### config.mk
export PLATFORM = sky130hd
export DESIGN_NAME = chimera_cluster_pwr_seq
export DESIGN_NICKNAME = d
export VERILOG_FILES = /design/src/rtl/chimera_cluster_pwr_seq.sv
export SDC_FILE = /design/constraint.sdc
export NUM_CORES = 1
export LEC_CHECK = 0
export BUFFER_PORTS_ARGS = -buffer_cell sky130_fd_sc_hd__clkbuf_2
export CAP_MARGIN = 20
export CORE_ASPECT_RATIO = 1.2
export CORE_UTILIZATION = 58
export CTS_BUF_LIST = sky130_fd_sc_hd__clkbuf_4
export DETAILED_ROUTE_END_ITERATION = 8
export GPL_ROUTABILITY_DRIVEN = 1
export MAX_ROUTING_LAYER = met4
export PLACE_DENSITY_LB_ADDON = 0.12
export RECOVER_POWER = 100
export SLEW_MARGIN = 15
export SYNTH_ARGS = -nofsm -noshare
export SYNTH_HDL_FRONTEND = slang
export SYNTH_SLANG_ARGS = --single-unit
### constraint.sdc
create_clock -name clk_i -period 2.8 [get_ports clk_i]
set_input_delay 0.28 -clock clk_i [delete_from_list [all_inputs] [get_ports clk_i]]
set_output_delay 0.28 -clock clk_i [all_outputs]
set_load 0.03 [all_outputs]
### src/rtl/chimera_cluster_pwr_seq.sv
// Per-cluster power sequencer: drain outstanding AXI traffic, isolate, gate clock,
// and reverse the sequence on wake-up. Each cluster is sequenced independently.
module chimera_cluster_pwr_seq #(
  parameter int unsigned NumClusters    = 5,
  parameter int unsigned MaxOutstanding = 8,
  parameter int unsigned SettleCycles   = 4
) (
  input  logic                   clk_i,
  input  logic                   rst_i,
  input  logic [NumClusters-1:0] pwr_down_req_i,
  input  logic [NumClusters-1:0] txn_start_i,
  input  logic [NumClusters-1:0] txn_done_i,
  output logic [NumClusters-1:0] block_o,
  output logic [NumClusters-1:0] isolate_o,
  output logic [NumClusters-1:0] clk_en_o,
  output logic [NumClusters-1:0] off_o,
  output logic [NumClusters-1:0] err_o
);

  localparam int unsigned CntW = $clog2(MaxOutstanding + 1);
  localparam int unsigned TmrW = (SettleCycles > 1) ? $clog2(SettleCycles) : 1;
  localparam logic [CntW-1:0] CntMax  = CntW'(MaxOutstanding);
  localparam logic [TmrW-1:0] TmrLoad = TmrW'(SettleCycles - 1);

  typedef enum logic [2:0] {
    ST_ACTIVE,
    ST_DRAIN,
    ST_ISO,
    ST_GATED,
    ST_WAKE
  } state_e;

  // {block, isolate, clk_en, off} for a given state
  function automatic logic [3:0] state_outs(input state_e s);
    case (s)
      ST_ACTIVE: state_outs = 4'b0010;
      ST_DRAIN:  state_outs = 4'b1010;
      ST_ISO:    state_outs = 4'b1110;
      ST_GATED:  state_outs = 4'b1101;
      ST_WAKE:   state_outs = 4'b1110;
      default:   state_outs = 4'b0010;
    endcase
  endfunction

  for (genvar g = 0; g < NumClusters; g++) begin : g_cluster
    state_e          state, state_nxt;
    logic [CntW-1:0] cnt, cnt_nxt;
    logic [TmrW-1:0] tmr, tmr_nxt;
    logic            ovf, unf, blk_start;
    logic            ovf_set, unf_set;
    logic            blk, iso, cen, off;
    logic            req, start, done;

    assign req   = pwr_down_req_i[g];
    assign start = txn_start_i[g];
    assign done  = txn_done_i[g];

    // Saturating outstanding counter; hitting either bound flags an error
    always_comb begin
      cnt_nxt = cnt;
      ovf_set = 1'b0;
      unf_set = 1'b0;
      if (start && !done) begin
        if (cnt == CntMax) ovf_set = 1'b1;
        else               cnt_nxt = cnt + CntW'(1);
      end else if (done && !start) begin
        if (cnt == '0) unf_set = 1'b1;
        else           cnt_nxt = cnt - CntW'(1);
      end
    end

    always_comb begin
      state_nxt = state;
      tmr_nxt   = tmr;
      case (state)
        ST_ACTIVE: if (req) state_nxt = ST_DRAIN;
        ST_DRAIN: begin
          if (!req) begin
            state_nxt = ST_ACTIVE;
          end else if (cnt_nxt == '0 && !start) begin
            state_nxt = ST_ISO;
            tmr_nxt   = TmrLoad;
          end
        end
        ST_ISO: begin
          if (tmr == '0) state_nxt = ST_GATED;
          else           tmr_nxt   = tmr - TmrW'(1);
        end
        ST_GATED: begin
          if (!req) begin
            state_nxt = ST_WAKE;
            tmr_nxt   = TmrLoad;
          end
        end
        ST_WAKE: begin
          // A request that reappears during wake-up sends the cluster back to ISO
          if (tmr == '0) begin
            if (req) begin
              state_nxt = ST_ISO;
              tmr_nxt   = TmrLoad;
            end else begin
              state_nxt = ST_ACTIVE;
            end
          end else begin
            tmr_nxt = tmr - TmrW'(1);
          end
        end
        default: state_nxt = ST_ACTIVE;
      endcase
    end

    always_ff @(posedge clk_i or posedge rst_i) begin
      if (rst_i) begin
        state               <= ST_ACTIVE;
        cnt                 <= '0;
        tmr                 <= '0;
        ovf                 <= 1'b0;
        unf                 <= 1'b0;
        blk_start           <= 1'b0;
        {blk, iso, cen, off} <= 4'b0010;
      end else begin
        state               <= state_nxt;
        cnt                 <= cnt_nxt;
        tmr                 <= tmr_nxt;
        ovf                 <= ovf | ovf_set;
        unf                 <= unf | unf_set;
        blk_start           <= blk_start | (start & blk);
        {blk, iso, cen, off} <= state_outs(state_nxt);
      end
    end

    assign block_o[g]   = blk;
    assign isolate_o[g] = iso;
    assign clk_en_o[g]  = cen;
    assign off_o[g]     = off;
    assign err_o[g]     = ovf | unf | blk_start;
  end

endmodule
==> out/metrics.yaml, run 1 <==
run_status:
  status: "finished clean"
detailed_routing:
  wl_um: 9020
  wl_per_cell_um: 14.2
  routed_via_density: 5.93
  vias: 3767
  drt-pass1-iter-count: 4
  drc: 0
  drt.antenna.violating_nets: 0
  drtIter0Drc: 140
global_route:
  grt_pass1_wl_um: 15400
  grt_util_met3_pct: 2.99
  grt_max_degree: 33
  grt_pass1_vias: 3513
  busiest_layer: "met2"
  grt_usage_pct: 22.6
  grt_use_met2_pct: 37.0
  grt_antenna_before_repair: 0
  grt_overflow: 0
  grt_use_met1_pct: 28.2
sta:
  finalClockSkew_ps: 12.5
  final-setup-viol-count: 0
  rsz0062_at_grt: "false"
  worst_pin_slew_ps: 831
  setup_tns_ps: 0
  fin_crit_ps: 2600
  final_hold_viol_count: 0
  fmax_mhz: 385
  layout_worst_path_cycle_share_pct: 92.7
  finalWorstSetupSlack_ps: 203
  maxSlewViolCount: 0
  max_slew_margin_pct: 44.3
layout:
  stdcell_area_um2: 5000
  area_delta_synth_final_pct: 2.83
  antenna_cells: 0
  drive_gt1_share_pct: 10.0
  final_util_pct: 61.7
  nets: 567
  stdcell_count: 635
clock_network:
  cts_hold_buf: 1
  cts_buffer_depth: 2
  postCtsSetupRepairBufs: 0
  cts-root-buf: "clkbuf_4"
  cts_tree: "yes"
  worstSkewPairLatency_ps: 430
  htreeDepth: 3
  cts_made_buffers: 9
  path_clk_slew_ps: 120
  ctsResizeCount: 0
  cts_sinks: 80
power_and_ir_drop:
  p_sw_mw: 2.23
  power.density_nw_per_um2: 1040
  intPower_mw: 2.98
  ir_drop_mv: 0.504
  power_frac_comb_pct: 43.4
  seq_power_share_pct: 42.1
  p_leak_nw: 2.23
  sw_frac_of_total_pct: 42.8
  p_clk_share_pct: 14.5
yosys:
  ys_types: 72
  ys_seq_area_share_pct: 41.3
  synth_flop_cell: "dfrtp_1"
  syn_nets: 560
  ys_seq_elements: 80
  synthArstFlopShare_pct: 100
  syn-cell-area_um2: 4860
  ys_warn_count: 0
  synth_edf_count: 0
  synth_area_per_cell_um2: 9.21
  syn_inst: 528
hold_path:
  hold_path_end: "g_cluster[3].ovf"
  min_delay_path_depth: 2
  hp-start: "txn_done_i[3]"
  hp-class: "in -> reg"
floorplan:
  rows: 36
  start_util_pct: 60.0
  die_area_um2: 8750
  design.core.area_um2: 8110
  die_x_um: 85.6
  io_pins: 42
  die_y_um: 102
critical_path:
  crit_slowest_cell: "or3_1"
  cp_data_required_time_ps: 3150
  worst-path-max-fanout: 5
  timing.rr.end: "g_cluster[1].iso"
  path_class: "reg -> reg"
  worst_setup_path_end_kind: "register"
  r2r_start: "g_cluster[1].cnt[0]"
  critPathTopFamily: "simple AND/OR/NAND/NOR gates"
  rr_worst_depth: 8
  cpPeakStageDelay_ps: 470
  cp_num_buf_inv: 1
  ff2ff_setup_slack_ps: 200
  start_kind: "register"
  cp_cell_sequence: "inv_1 > ha_1 > nor3b_1 > or2b_2 > mux2i_1 > or4_1 > or3_1 > o211ai_1"
  critPathArrivalTime_ps: 2950
placed_design:
  numPortBuffers: 41
  dp_slack_ps: 289
  place_inst: 618
  gp_congestion: 0.878
  dpl_cell_area_um2: 4890
  dp_hpwl_um: 6400
job:
  maxCapViolCount: 0
## cell type report
cell class / instances / area [um^2]
Fill cell: 719 / 3110
Multi-Input combinational cell: 350 / 2330
Sequential cell: 80 / 2010
Timing Repair Buffer: 46 / 205
Inverter: 48 / 181
Tap cell: 95 / 119
Clock buffer: 11 / 82.6
Clock inverter: 5 / 72.6
## flip-flops by register name (all words and copies together) (netlist names)
signal               flops
g_cluster.blk_start      5
g_cluster.state         15
g_cluster.cnt           20
g_cluster.blk            5
g_cluster.iso            5
g_cluster.tmr           10
g_cluster.cen            5
g_cluster.off            5
g_cluster.unf            5
g_cluster.ovf            5
## worst max path at each step
| stage | startpoint | cells after the start | endpoint |
|---|---|---|---|
| floorplan | g_cluster[1].cnt[0] | 8 | g_cluster[1].state[0] |
| global placement | g_cluster[1].cnt[0] | 8 | g_cluster[1].state[0] |
| detailed placement | g_cluster[1].cnt[0] | 8 | g_cluster[1].state[0] |
| CTS | g_cluster[1].cnt[1] | 8 | g_cluster[1].state[0] |
| global route | g_cluster[1].cnt[1] | 8 | g_cluster[1].iso |
| finish | g_cluster[1].cnt[0] | 8 | g_cluster[1].iso |
## logic make-up (layout without fill, tap and decap cells)
kind of cell / after synthesis / in the layout / share of synthesized area, %
simple gates: 162 / 162 / 18.7
mux: 13 / 13 / 2.78
fa+ha+maj: 15 / 15 / 3.86
buf+inv: 98 / 110 / 10.4
flops: 80 / 80 / 41.3
xor+xnor: 9 / 9 / 1.62
compound gates: 151 / 151 / 21.4
## metrics by stage
step	power (mW)	hold slack [ps]
finish	5.21	127
global route	5.66	139
CTS	5.28	104
detailed placement	4.50	241
global placement	4.40	231
floorplan	4.15	377
## power groups by stage
stage	clock network, mW	registers (mW)	logic, mW
floorplan	0	1.90	2.25
global placement	0	2.18	2.22
detailed placement	0	2.21	2.29
CTS	0.782	2.19	2.31
global route	0.815	2.28	2.56
finish	0.755	2.19	2.26
## synthesized netlist by cell type, types with 4 or more instances
master / number / share of area [%]
a2111oi_0: 5 / 0.90
a211oi_1: 6 / 0.93
a21o_1: 12 / 1.9
a21oi_1: 34 / 3.5
a22oi_1: 4 / 0.62
a31oi_1: 8 / 1.0
buf_4: 20 / 3.1
buf_6: 4 / 0.93
clkbuf_1: 22 / 1.7
dfrtp_1: 75 / 39
dfstp_2: 5 / 2.7
ha_1: 15 / 3.9
inv_1: 48 / 3.7
mux2_2: 4 / 0.93
mux2i_1: 9 / 1.9
nand2_1: 31 / 2.4
nand2b_1: 17 / 2.2
nand3_1: 8 / 0.82
nand3b_1: 9 / 1.4
nor2_1: 28 / 2.2
nor2b_1: 13 / 1.7
nor3_1: 11 / 1.1
nor3b_1: 5 / 0.77
nor4_1: 9 / 1.2
o21a_1: 4 / 0.62
o21ai_0: 26 / 2.7
o21bai_1: 7 / 1.1
o31a_1: 4 / 0.72
o31ai_1: 6 / 0.93
or3_1: 10 / 1.3
xnor2_1: 8 / 1.4
## cell usage in the layout, fill, tap and decap left out, types with 7 or more instances in the layout
master,instances
a21oi_1,34
o21ai_0,26
nand2b_1,17
ha_1,15
nor4_1,9
nor2_1,28
inv_1,47
nand2_1,31
xnor2_1,8
clkbuf_4,11
clkbuf_2,18
or3_1,11
clkbuf_1,26
a31oi_1,8
nand3b_1,9
a21o_1,12
o21bai_1,7
nor3_1,11
nor2b_1,13
dfrtp_1,75
mux2i_1,9
nand3_1,8
## routing by layer
layer  vias to the layer above  share of wire [%]
li1                       1869                  -
met1                      1818                 46
met5                         -                  0
met4                         0                1.8
met3                        13                2.7
met2                        67                 49
No activity file was read; power rests on OpenSTA's default activity.
==> run 2: changes to the inputs <==
--- a/config.mk
+++ b/config.mk
@@ -7,7 +7,6 @@
 export LEC_CHECK = 0
 export BUFFER_PORTS_ARGS = -buffer_cell sky130_fd_sc_hd__clkbuf_2
 export CAP_MARGIN = 20
-export CORE_ASPECT_RATIO = 1.2
 export CORE_UTILIZATION = 58
 export CTS_BUF_LIST = sky130_fd_sc_hd__clkbuf_4
 export DETAILED_ROUTE_END_ITERATION = 8
==> out/metrics.yaml, run 2 (synthesized netlist as in run 1, its figures left out) <==
run_status:
  status: "finished clean"
power_and_ir_drop:
  p_leak_nw: 2.20  # -1.1%
  ir_drop_mv: 0.501  # -0.72%
  power.density_nw_per_um2: 1030  # -1.4%
detailed_routing:
  drtIter0Drc: 168  # +20%
  wl_per_cell_um: 13.9  # -1.9%
  wl_um: 8980  # -0.49%
  vias: 3792  # +0.66%
  drt-pass1-iter-count: 4  # unchanged
  drt.antenna.violating_nets: 0  # unchanged
  routed_via_density: 5.89  # -0.74%
  drc: 0  # unchanged
sta:
  fmax_mhz: 386  # +0.32%
  setup_tns_ps: 0  # unchanged
  final-setup-viol-count: 0  # unchanged
  finalClockSkew_ps: 13.3  # +0.793 ps
  maxSlewViolCount: 0  # unchanged
  layout_worst_path_cycle_share_pct: 92.4  # -0.29 points
  worst_pin_slew_ps: 1050  # +217 ps
  max_slew_margin_pct: 30.2  # -14 points
  rsz0062_at_grt: "false"
  final_hold_viol_count: 0  # unchanged
  fin_crit_ps: 2590  # -8.21 ps
global_route:
  grt_pass1_wl_um: 15700  # +2.2%
  grt_overflow: 0  # unchanged
  grt_antenna_before_repair: 0  # unchanged
  grt_max_degree: 38  # +15%
  grt_usage_pct: 23.0  # +0.46 points
  grt_pass1_vias: 3546  # +0.94%
layout:
  layout_common_cells: "75 x dfrtp_1, 47 x inv_1, 34 x a21oi_1"
  nets: 566  # -0.18%
  area_delta_synth_final_pct: 2.65
  top_register: "g_cluster.cnt"
  stdcell_area_um2: 4990  # -0.18%
  largest_registers: "g_cluster.cnt: 20 flops, g_cluster.state: 15 flops, g_cluster.tmr: 10 flops"
  drive_gt1_share_pct: 9.83  # -0.17 points
  fillers: 715  # -0.56%
  largest_reg_flops: 20  # unchanged
  mostFrequentLayoutCell: "dfrtp_1"
  multi_input_comb_area_um2: 2340  # +0.21%
  seqCellArea_um2: 2010  # unchanged
  antenna_cells: 0  # unchanged
floorplan:
  io_pins: 42  # unchanged
  design.core.area_um2: 8180  # +0.83%
  die_y_um: 93.6  # -8.5%
  die_x_um: 93.6  # +9.3%
  die_area_um2: 8750  # about the same
  start_util_pct: 59.5  # -0.50 points
  rows: 33  # -8.3%
placed_design:
  dpl_cell_area_um2: 4910  # +0.36%
  numPortBuffers: 41  # unchanged
  gp_congestion: 0.865  # -1.5%
  dp_hpwl_um: 6570  # +2.8%
clock_network:
  cts_buffer_depth: 2  # unchanged
  cts-root-buf: "clkbuf_4"
  htreeDepth: 3  # unchanged
  worstSkewPairLatency_ps: 420  # about the same
  path_clk_slew_ps: 130  # about the same
  cts_hold_buf: 1  # unchanged
  cts_sinks: 80  # unchanged
  cts_made_buffers: 9  # unchanged
  postCtsSetupRepairBufs: 0  # unchanged
  cts_tree: "yes"
  ctsResizeCount: 0  # unchanged
critical_path:
  worst-path-max-fanout: 5  # unchanged
  cp_data_required_time_ps: 3130  # -20 ps
  cp-startpoint: "g_cluster[1].cnt[0]"
  worst_setup_path_end_kind: "register"
  ff2ff_setup_slack_ps: 210  # about the same
  timing.rr.end: "g_cluster[1].state[0]"
  r2r_start: "g_cluster[1].cnt[0]"
  start_kind: "register"
  critPathArrivalTime_ps: 2910  # -40 ps
  path_class: "reg -> reg"
  rr_worst_depth: 8  # unchanged
  crit_end: "g_cluster[1].state[0]"
hold_path:
  hp-class: "in -> reg"
job:
  maxCapViolCount: 0  # unchanged
## run 2: changes by cell type in the layout (fill, tap and decap cells not counted), sizes merged
cell / delta
bufinv: -1
clkinvlp: +3
clkinv: -1
clkbuf: -2
## run 2: area by class of cell
class,count,share of cell area [%]
Multi-Input combinational cell,350,46.8
Sequential cell,80,40.2
Timing Repair Buffer,45,3.99
Inverter,48,3.63
Tap cell,105,2.63
Clock buffer,10,1.50
Clock inverter,6,1.20
## run 2: how the worst min path moves through the flow
stage | from | to | cells past startpoint | slack [ps]
2_1_floorplan | txn_done_i[3] | g_cluster[3].ovf | 1 | 380
3_3_place_gp | rst_i | g_cluster[4].off | 2 | 280
3_5_place_dp | rst_i | g_cluster[4].off | 2 | 280
4_1_cts | txn_done_i[3] | g_cluster[3].ovf | 2 | 110
5_1_grt | txn_done_i[3] | g_cluster[3].ovf | 2 | 120
6_report | txn_done_i[3] | g_cluster[3].ovf | 2 | 130
## run 2: routing by layer
layer / share of wire (%) / track usage, % / routed length, um
met3: 3.5 / 3.41 / 318
met5: 0 / - / 0
met2: 46 / 35.9 / 4120
met1: 49 / 31.0 / 4410
met4: 1.4 / 7.95 / 128
## run 2: per-stage QoR
step	hold WS, ps	total power [mW]	setup WS (ps)	util, %	cells
floorplan	377	4.15	419	-	528
global placement	275	4.41	345	60.1	627
detailed placement	279	4.51	294	60.1	627
CTS	107	5.18	261	61.8	644
global route	124	5.58	0.995	61.0	644
finish	130	5.12	212	61.0	644
## run 2: critical path, cell delays in order, from the launching register on
cell and delay [ps]:
dfrtp_1 410, inv_1 80, ha_1 250, nor3b_1 170
or2b_2 320, mux2i_1 130, or4_1 460, or3_1 470
a21o_1 200
## run 2: report_power, final
group | leakage [nW] | switching, mW | internal [mW]
clock network | 0.0637 | 0.391 | 0.276
registers | 0.929 | 0.581 | 1.62
logic | 1.21 | 1.27 | 0.981
total | 2.20 | 2.24 | 2.88
==> run 3: changes to the inputs <==
--- a/config.mk
+++ b/config.mk
@@ -7,7 +7,7 @@
 export LEC_CHECK = 0
 export BUFFER_PORTS_ARGS = -buffer_cell sky130_fd_sc_hd__clkbuf_2
 export CAP_MARGIN = 20
-export CORE_UTILIZATION = 58
+export CORE_UTILIZATION = 59
 export CTS_BUF_LIST = sky130_fd_sc_hd__clkbuf_4
 export DETAILED_ROUTE_END_ITERATION = 8
 export GPL_ROUTABILITY_DRIVEN = 1
==> out/metrics.yaml, run 3 (synthesized netlist as in run 1, its figures left out) <==
run_status:
  status: "finished clean"
hold_path:
  min_delay_path_depth: 2  # unchanged
  hp-class: "in -> reg"
  hold_path_end: "g_cluster[3].ovf"
  hp-start: "txn_done_i[3]"
sta:
  final-setup-viol-count: 0  # unchanged
  fin_crit_ps: 2610  # +16.6 ps
  max_slew_margin_pct: 22.3  # -7.9 points
  maxSlewViolCount: 0  # unchanged
  rsz0062_at_grt: "false"
  final_hold_viol_count: 0  # unchanged
  layout_worst_path_cycle_share_pct: 93.0  # +0.59 points
  finalClockSkew_ps: 15.6  # +2.28 ps
  fmax_mhz: 384  # -0.64%
  worst_pin_slew_ps: 1160  # +112 ps
  setup_tns_ps: 0  # unchanged
floorplan:
  die_area_um2: 8610  # -1.7%
  die_y_um: 92.8  # -0.83%
  io_pins: 42  # unchanged
  rows: 32  # -3.0%
  design.core.area_um2: 7850  # -4.0%
  start_util_pct: 62.0  # +2.5 points
  die_x_um: 92.8  # -0.83%
detailed_routing:
  wl_per_cell_um: 14.3  # +2.2%
  vias: 3816  # +0.63%
  wl_um: 9140  # +1.8%
  routed_via_density: 5.95  # +1.1%
  drtIter0Drc: 145  # -14%
  drt.antenna.violating_nets: 0  # unchanged
  drc: 0  # unchanged
  drt-pass1-iter-count: 5  # +1
layout:
  drive_gt1_share_pct: 9.83  # unchanged
  antenna_cells: 0  # unchanged
  fillers: 704  # -1.5%
  mostFrequentLayoutCell: "dfrtp_1"
  final_util_pct: 63.8  # +2.7 points
  stdcell_area_um2: 5010  # +0.30%
  largest_registers: "g_cluster.cnt: 20 flops, g_cluster.state: 15 flops, g_cluster.tmr: 10 flops"
  layout_common_cells: "75 x dfrtp_1, 47 x inv_1, 34 x a21oi_1"
  multi_input_comb_area_um2: 2340  # unchanged
  area_delta_synth_final_pct: 2.96
  largest_reg_flops: 20  # unchanged
  nets: 567  # +0.18%
  top_register: "g_cluster.cnt"
  seqCellArea_um2: 2010  # unchanged
clock_network:
  cts_sinks: 80  # unchanged
  cts_buffer_depth: 2  # unchanged
  postCtsSetupRepairBufs: 0  # unchanged
  htreeDepth: 3  # unchanged
  path_clk_slew_ps: 120  # about the same
  cts_made_buffers: 9  # unchanged
  cts_tree: "yes"
  cts-root-buf: "clkbuf_4"
  worstSkewPairLatency_ps: 410  # about the same
power_and_ir_drop:
  p_leak_nw: 2.23  # +1.1%
  ir_drop_mv: 0.472  # -5.7%
  power.density_nw_per_um2: 1040  # +1.4%
global_route:
  grt_usage_pct: 23.6  # +0.56 points
  grt_antenna_before_repair: 0  # unchanged
  grt_pass1_wl_um: 16000  # +1.7%
  grt_max_degree: 31  # -18%
  grt_pass1_vias: 3600  # +1.5%
  grt_overflow: 0  # unchanged
critical_path:
  path_class: "reg -> reg"
  cp_data_required_time_ps: 3130  # about the same
  cp-startpoint: "g_cluster[1].cnt[0]"
  critPathArrivalTime_ps: 2940  # +30 ps
  r2r_start: "g_cluster[1].cnt[0]"
  worst-path-max-fanout: 5  # unchanged
  ff2ff_setup_slack_ps: 190  # -20 ps
  rr_worst_depth: 8  # unchanged
  worst_setup_path_end_kind: "register"
  start_kind: "register"
  timing.rr.end: "g_cluster[1].state[1]"
placed_design:
  numPortBuffers: 41  # unchanged
  dpl_cell_area_um2: 4900  # -0.18%
  gp_congestion: 0.889  # +2.7%
  dp_hpwl_um: 6420  # -2.4%
job:
  maxCapViolCount: 0  # unchanged
-- run 3: changes by cell type in the layout (fill, tap and decap cells not counted) --
cell	delta
clkbuf_2	+2
mux2_2	-1
clkinv_2	+1
clkbuf_1	-1
bufinv_16	+1
mux2_1	+1
clkinvlp_4	-3
-- run 3: metal layers --
metal	share of wire, %	GRT usage (%)
met1	48	31.7
met5	0	-
met3	4.0	3.78
met2	46	36.3
met4	1.4	8.72
-- run 3: area by class of cell --
| cell class | instances | area share [%] |
|---|---|---|
| multi-input cells | 350 | 46.7 |
| flip-flops and latches | 80 | 40.1 |
| repair buffers | 46 | 4.10 |
| inverters | 48 | 3.62 |
| well taps | 102 | 2.55 |
| clock buffers | 10 | 1.50 |
| clock inverters | 5 | 1.45 |
-- run 3: worst max-delay path, cell delays in order (launching register included) --
cell and delay [ps]:
dfrtp_1 420, inv_1 90, ha_1 250, nor3b_1 170
or2b_2 320, mux2i_1 140, or4_1 470, or3_1 460
o221ai_2 210
-- run 3: how the worst max path moves through the flow --
stage | to | slack, ps | cells after the start
global route | g_cluster[1].state[0] | 50 | 8
detailed placement | g_cluster[1].state[0] | 300 | 8
global placement | g_cluster[1].state[0] | 360 | 8
floorplan | g_cluster[1].state[0] | 420 | 8
CTS | g_cluster[1].state[0] | 260 | 8
finish | g_cluster[1].state[1] | 190 | 8
-- run 3: power by group --
| part | total (mW) | internal, mW | switching (mW) |
|---|---|---|---|
| Combinational | 2.27 | 0.982 | 1.29 |
| Clock | 0.743 | 0.361 | 0.382 |
| Sequential | 2.19 | 1.62 | 0.573 |
| Total | 5.21 | 2.96 | 2.24 |
-- run 3: per-stage QoR --
stage / instances / hold slack [ps] / power, mW / worst slack [ps]
finish: 641 / 157 / 5.21 / 195
global route: 641 / 141 / 5.66 / 48.8
CTS: 641 / 126 / 5.26 / 258
detailed placement: 625 / 290 / 4.50 / 304
global placement: 625 / 289 / 4.40 / 358
floorplan: 528 / 377 / 4.15 / 419
-- run 3: timing repair --
| action | 4_1_cts | 5_1_grt |
|---|---|---|
| endpoints found under the hold margin | 23 | 0 |
| hold buffers | 1 | 0 |
| resized for setup | 0 | 0 |
